`src/rtl/reg_file.sv`:
```
// Register file with combinational write-through reads, a per-register pending
// scoreboard driving stall, and a saturating count of committed writes.
`ifndef RegWidth
`define RegWidth 32
`endif

module reg_file #(
  parameter int unsigned NUM_REGS = 8,
  parameter int unsigned ADDR_W   = 3
) (
  input  logic                 i_clk,
  input  logic                 i_rst,
  input  logic [ADDR_W-1:0]    i_rd_addr1,
  input  logic [ADDR_W-1:0]    i_rd_addr2,
  output logic [`RegWidth-1:0] o_rd_data1,
  output logic [`RegWidth-1:0] o_rd_data2,
  input  logic                 i_wr_en,
  input  logic [ADDR_W-1:0]    i_wr_addr,
  input  logic [`RegWidth-1:0] i_wr_data,
  input  logic                 i_busy_set,
  input  logic [ADDR_W-1:0]    i_busy_addr,
  output logic                 o_stall,
  output logic [15:0]          o_wr_count
);

  logic [`RegWidth-1:0] r_regs [NUM_REGS];
  logic [NUM_REGS-1:0]  r_pending;
  logic [15:0]          r_wr_count;

  logic [NUM_REGS-1:0]  w_pending_d;
  logic                 w_wr_commit;
  logic                 w_bypass1;
  logic                 w_bypass2;

  // Writes to index 0 are dropped everywhere, so fold that into one strobe.
  assign w_wr_commit = i_wr_en && (i_wr_addr != '0);
  assign w_bypass1   = w_wr_commit && (i_wr_addr == i_rd_addr1);
  assign w_bypass2   = w_wr_commit && (i_wr_addr == i_rd_addr2);

  always_comb begin
    o_rd_data1 = '0;
    if (i_rd_addr1 != '0) begin
      o_rd_data1 = w_bypass1 ? i_wr_data : r_regs[i_rd_addr1];
    end
  end

  always_comb begin
    o_rd_data2 = '0;
    if (i_rd_addr2 != '0) begin
      o_rd_data2 = w_bypass2 ? i_wr_data : r_regs[i_rd_addr2];
    end
  end

  // Set is applied after clear so a new issue supersedes a same-index completion.
  always_comb begin
    w_pending_d = r_pending;
    if (w_wr_commit) begin
      w_pending_d[i_wr_addr] = 1'b0;
    end
    if (i_busy_set) begin
      w_pending_d[i_busy_addr] = 1'b1;
    end
    w_pending_d[0] = 1'b0;
  end

  assign o_stall = (r_pending[i_rd_addr1] & ~w_bypass1) |
                   (r_pending[i_rd_addr2] & ~w_bypass2);

  assign o_wr_count = r_wr_count;

  always_ff @(posedge i_clk) begin
    if (i_rst) begin
      for (int unsigned i = 0; i < NUM_REGS; i++) begin
        r_regs[i] <= '0;
      end
      r_pending  <= '0;
      r_wr_count <= '0;
    end else begin
      if (w_wr_commit) begin
        r_regs[i_wr_addr] <= i_wr_data;
      end
      r_pending <= w_pending_d;
      if (w_wr_commit && (r_wr_count != 16'hFFFF)) begin
        r_wr_count <= r_wr_count + 16'd1;
      end
    end
  end

endmodule

```
`config.mk`:
```
export PLATFORM = sky130hd
export DESIGN_NAME = reg_file
export DESIGN_NICKNAME = d
export VERILOG_FILES = /design/src/rtl/reg_file.sv
export SDC_FILE = /design/constraint.sdc
export NUM_CORES = 1
export LEC_CHECK = 0
export ABC_CLOCK_PERIOD_IN_PS = 4000
export BUFFER_PORTS_ARGS = -buffer_cell sky130_fd_sc_hd__buf_2
export CELL_PAD_IN_SITES_DETAIL_PLACEMENT = 0
export CELL_PAD_IN_SITES_GLOBAL_PLACEMENT = 1
export CORE_MARGIN = 3
export CORE_UTILIZATION = 49
export CTS_BUF_LIST = sky130_fd_sc_hd__clkbuf_8
export DETAILED_ROUTE_END_ITERATION = 10
export PLACE_DENSITY = 0.94
export SYNTH_ARGS = -nofsm -noshare
export SYNTH_HDL_FRONTEND = slang
export SYNTH_SLANG_ARGS = --single-unit
export TNS_END_PERCENT = 20
```
`constraint.sdc`:
```
create_clock -name i_clk -period 4 [get_ports i_clk]
set_input_delay 0.2 -clock i_clk [delete_from_list [all_inputs] [get_ports i_clk]]
set_output_delay 0.2 -clock i_clk [all_outputs]
set_load 0.02 [all_outputs]
```
=== Yosys cells after proc, flatten, opt, wreduce, memory -nomap -nowiden ===
Memory sizes are Yosys's and may differ from the RTL's.
Cells that the tools add are included.

* Flip-flop bits (word level): 24
* Memory bits (writable): 256
* Input port bits: 48
* Output and inout port bits: 81
* Logic and storage cells: 54
* Memories: 1

* Add/sub/neg operators: 1
* $lt $le $gt $ge: 6
* Eq/ne operators: 3
* Muxes and demuxes: 22
* Bitwise logic cells: 8
* Reductions and logical operators: 10

{| class="wikitable"
|+ Memories
! name !! words !! width !! read ports !! clocked after Yosys merged registers in !! write ports !! RTL line !! source
|-
| r_regs || 8 || 32 || 2 || 0 || 8 || 26 || <nowiki>logic [`RegWidth-1:0] r_regs [NUM_REGS];</nowiki>
|}

{| class="wikitable"
|+ Operators by type and width
! operator !! number
|-
| $mux W32 || 5
|-
| $reduce_or A32 Y1 || 1
|-
| $add A16 B1 Y16 const B || 1
|-
| $lt A3 B4 Y1 const B || 4
|-
| $mux W8 || 2
|-
| $ne A16 B16 Y1 const B || 1
|-
| $mux W1 || 10
|-
| $reduce_bool A3 Y1 || 3
|-
| $and A8 B8 Y8 || 1
|-
| $not A8 Y8 || 1
|-
| $or A8 B8 Y8 || 1
|-
| $bmux W1 S3 || 2
|-
| $demux W1 S3 || 2
|-
| $eq A3 B3 Y1 || 2
|-
| $ge A3 B1 Y1 const B || 2
|-
| $logic_and A1 B1 Y1 || 6
|-
| $mux W3 || 1
|-
| $and A1 B1 Y1 || 2
|-
| $not A1 Y1 || 2
|-
| $or A1 B1 Y1 || 1
|}

=== Depth between registers and ports, before layout ===
* Depth in word-level cells: 9
* Mapped depth: 7
* Depth with buffers taken out: 5

=== Least setup slack after synthesis ===
OpenSTA, ideal clock, no wires.

* Path kind: input port to flip-flop
* From: input port i_wr_addr[2]
* To: memory r_regs[1][0] (netlist bit), enable pin
* Library setup time: 468 ps
* Arrival: 2976 ps
* Required time: 3532 ps
* Path slack: 556 ps
* Stages on the path: 3
* Buffers on the path: 1
* Cell sequence: buf_4 -> or2b_1 -> o21ai_0

{| class="wikitable"
|+ RTL lines
! element !! RTL line !! source
|-
| start: declaration || 18 || <nowiki>input logic [ADDR_W-1:0] i_wr_addr,</nowiki>
|-
| end: declaration || 26 ||
|}

=== Worst setup path after layout ===
* From: input port i_wr_addr[0]
* To: output port o_rd_data1[15]

* Word-level cells in the longest chain between the ends: 5
* Elaborated cells on any way between the ends: 6
* Classes of those cells: 1 x eq/ne; 2 x mux; 3 x reduce/logical

{| class="wikitable"
|+ RTL lines
! element !! RTL line !! source
|-
| $reduce_bool A3 Y1 || 36 || <nowiki>assign w_wr_commit = i_wr_en && (i_wr_addr != '0);</nowiki>
|-
| $logic_and A1 B1 Y1 || 36 ||
|-
| $logic_and A1 B1 Y1 * || 37 || <nowiki>assign w_bypass1 = w_wr_commit && (i_wr_addr == i_rd_addr1);</nowiki>
|-
| $mux W32 * || 43 || <nowiki>o_rd_data1 = w_bypass1 ? i_wr_data : r_regs[i_rd_addr1];</nowiki>
|-
| $mux W32 * || 42 || <nowiki>if (i_rd_addr1 != '0) begin</nowiki>
|-
| end: declaration || 15 || <nowiki>output logic [`RegWidth-1:0] o_rd_data1,</nowiki>
|}

Every way passes the cells marked *; elsewhere a longest branch is shown, timed or not.

==> flow_metrics.tcl <==
set metrics [dict create \
    status "complete, no violations" \
    finalNonFillerCells 1818 \
    post_cts_resized 0 \
    rsz0062_at_grt "false" \
    firstDrtPassIters 5 \
    overflow 0 \
    grt_pass1_wl_um 64500 \
    syn-instance-count 1306 \
    synth_cell_types 55 \
    h-tree-depth 2 \
    synth_flop_cell "edfxtp_1" \
    synth.area.top_cells "edfxtp_1 49%, and2_1 10%, a211oi_1 6.2%" \
    internal_power_uw 4460 \
    synth.avg_cell_area_um2 10.6 \
    synth-seq-cells 247 \
    synthArstFlopShare 0 \
    cellPowerDensity_nw_per_um2 401 \
    p_seq_frac 0.486 \
    post_cts_buffers 0 \
    grt_start_max_net_pins 74 \
    cts.sinks 247 \
    worst_slack_ns 0.873 \
    final_hold_viol_count 0 \
    p_leak_uw 0.00595 \
    synth_area_um2 13800 \
    crit_required_ns 3.80 \
    slew_headroom 0.292 \
    clkSlewWorstSetupHoldPaths_ns 0.06 \
    max-vdd-ir-drop_uv 445 \
    grt_use_total 0.273 \
    synth_commonest_cells "226 x and2_1, 224 x edfxtp_1, 114 x a211oi_1" \
    routed_wl_um 42700 \
    skew_ns 0.00550 \
    grt_antenna_before_repair 1 \
    min_path_type "input pin to register" \
    p_sw_uw 1840 \
    drt_iter0_markers 1056 \
    multi_input_area_um2 6060 \
    critPathKind "input pin to output port" \
    crit_path_start_kind "input pin" \
    rows 60 \
    final-setup-viol-count 0 \
    layout-drive-gt1-share 0.179 \
    start_util 0.504 \
    grt_pass1_vias 11400 \
    yosys.area.top_type_share 0.488 \
    power_frac_comb 0.165 \
    io_buffers 128 \
    viasPerCell 6.27 \
    pwr-share-clk 0.349 \
    critPathMaxFanout 22 \
    cts_buffer_depth 3 \
    dr_total_vias 11400 \
    critPathArrivalTime_ns 2.93 \
    diodes 0 \
    final-max-slew-violation-count 0 \
    cts_tree "built" \
    timing.fmax_mhz 320 \
    p_sw_frac 0.292 \
    worst_setup_path_end_kind "output port" \
    die_w_um 174 \
    syn_nets 1355 \
    hpwl_um 24900 \
    post-place-ws_ns 0.966 \
    grt_use_met3 0.0482 \
    fin_crit_sh 0.782 \
    cts_root_buf "clkbuf_8" \
    clkLatencyLatePin_ns 0.55 \
    gp_congestion 0.827 \
    fill_cells 2381 \
    placed_cells 1731 \
    core-area_um2 27300 \
    tightestPinTransition_ns 1.06 \
    fin_crit_ns 3.13 \
    synth_warnings 0 \
    timing.setup.tns_ns 0 \
    use_met1 0.355 \
    use_met2 0.448 \
    wire_per_inst_um 23.5 \
    nets 1461 \
    boundaryPins 129 \
    grt.busiest_layer "met2" \
    seq_area_frac_synth 0.521 \
    yosysMostFrequentCell "and2_1" \
    seqCellArea_um2 7190 \
    drc_errors 0 \
    die_y_um 174 \
    ant_nets 0 \
    die_area_um2 30200 \
    dpl-instance-area_um2 14800 \
    cts_buffers 44 \
    synth_edf_count 224 \
    fin_area_um2 15700 \
    area_growth_pct 14.0 \
    max_cap_violations 0 \
    yosysTopAreaCell "edfxtp_1" \
]
[worst max-delay path: stages]
cell     delay [ns]
buf_2          0.19
o31ai_4        0.91
or4_1          0.52
buf_4          0.39
nor2_1         0.07
nor3_1         0.38
buf_2          0.24
[layer usage]
layer	vias to the layer above	part of all wire
met3	109	0.096
met5	-	0.00030
met2	698	0.48
met1	5478	0.39
li1	5111	-
met4	2	0.038
[cells by family (layout without fill, tap and decap cells)]
family | count (synthesis) | after routing | share of synthesized area
and+or+nand+nor | 453 | 453 | 0.186
adders and majority gates | 1 | 1 | 0.000908
xor gates and xnor gates | 6 | 6 | 0.00381
muxes | 72 | 72 | 0.0547
buffers and inverters | 162 | 302 | 0.0478
DFF | 247 | 247 | 0.521
AOI/OAI and AO/OA | 365 | 365 | 0.185
[worst paths after layout]
path | slack [ns] | end | start | depth (start not counted)
worst max-delay path | 0.87 | o_rd_data1[15] | i_wr_addr[0] | 7
worst min-delay path | 0.03 | r_regs[6][26] | i_wr_data[26] | 2
worst max register to register | 1.93 | o_wr_count[14] | o_wr_count[0] | 5
worst min register to register | 0.49 | r_pending[3] | r_pending[3] | 2
[sequential cells by signal, indices dropped and copies added, names as in the netlist]
name / cells
r_regs: 224
o_wr_count: 16
r_pending: 7
[final cells by class]
class,instances,area share
sequential,247,0.457
multi-input combinational,897,0.386
clock inverter,34,0.0108
tap,372,0.0296
inverter,46,0.0110
timing repair buffer,176,0.0650
clock buffer,46,0.0403
[repair_timing]
| item | 4_1_cts | 5_1_grt |
|---|---|---|
| setup endpoints to repair | 0 | 0 |
| endpoints found under the hold margin | 6 | 0 |
| hold buffers | 7 | 0 |
[cell usage in the layout, fill, tap and decap left out, types with 8 or more instances in the layout]
master	Yosys	final
nor2_1	73	70
nor3_1	69	65
buf_4	4	42
a2bb2oi_1	58	58
edfxtp_1	224	224
or4_1	8	8
inv_1	46	65
clkbuf_8	0	46
and2_1	226	227
a21oi_1	18	18
o21ai_0	79	73
a211oi_1	114	114
nand3_1	8	8
buf_2	22	127
o22ai_1	66	66
mux2i_1	64	64
nand2_1	24	24
o31ai_1	11	10
dfxtp_1	23	23
[through the flow]
stage               power, uW  utilization  hold WS [ns]
CTS                      6300        0.575       0.00179
finish                   6300        0.575        0.0284
floorplan                3750            -         0.294
global placement         4100        0.543         0.453
detailed placement       4130        0.543         0.464
global route             6520        0.575        0.0285
[power groups by stage]
stage / logic, uW / clock network (uW) / registers (uW)
after floorplan: 654 / 0 / 3100
after global placement: 1010 / 0 / 3100
after detailed placement: 1020 / 0 / 3110
after CTS: 1030 / 2210 / 3060
after global routing: 1110 / 2340 / 3070
final: 1040 / 2190 / 3060
No activity file was read; power rests on OpenSTA's default activity.
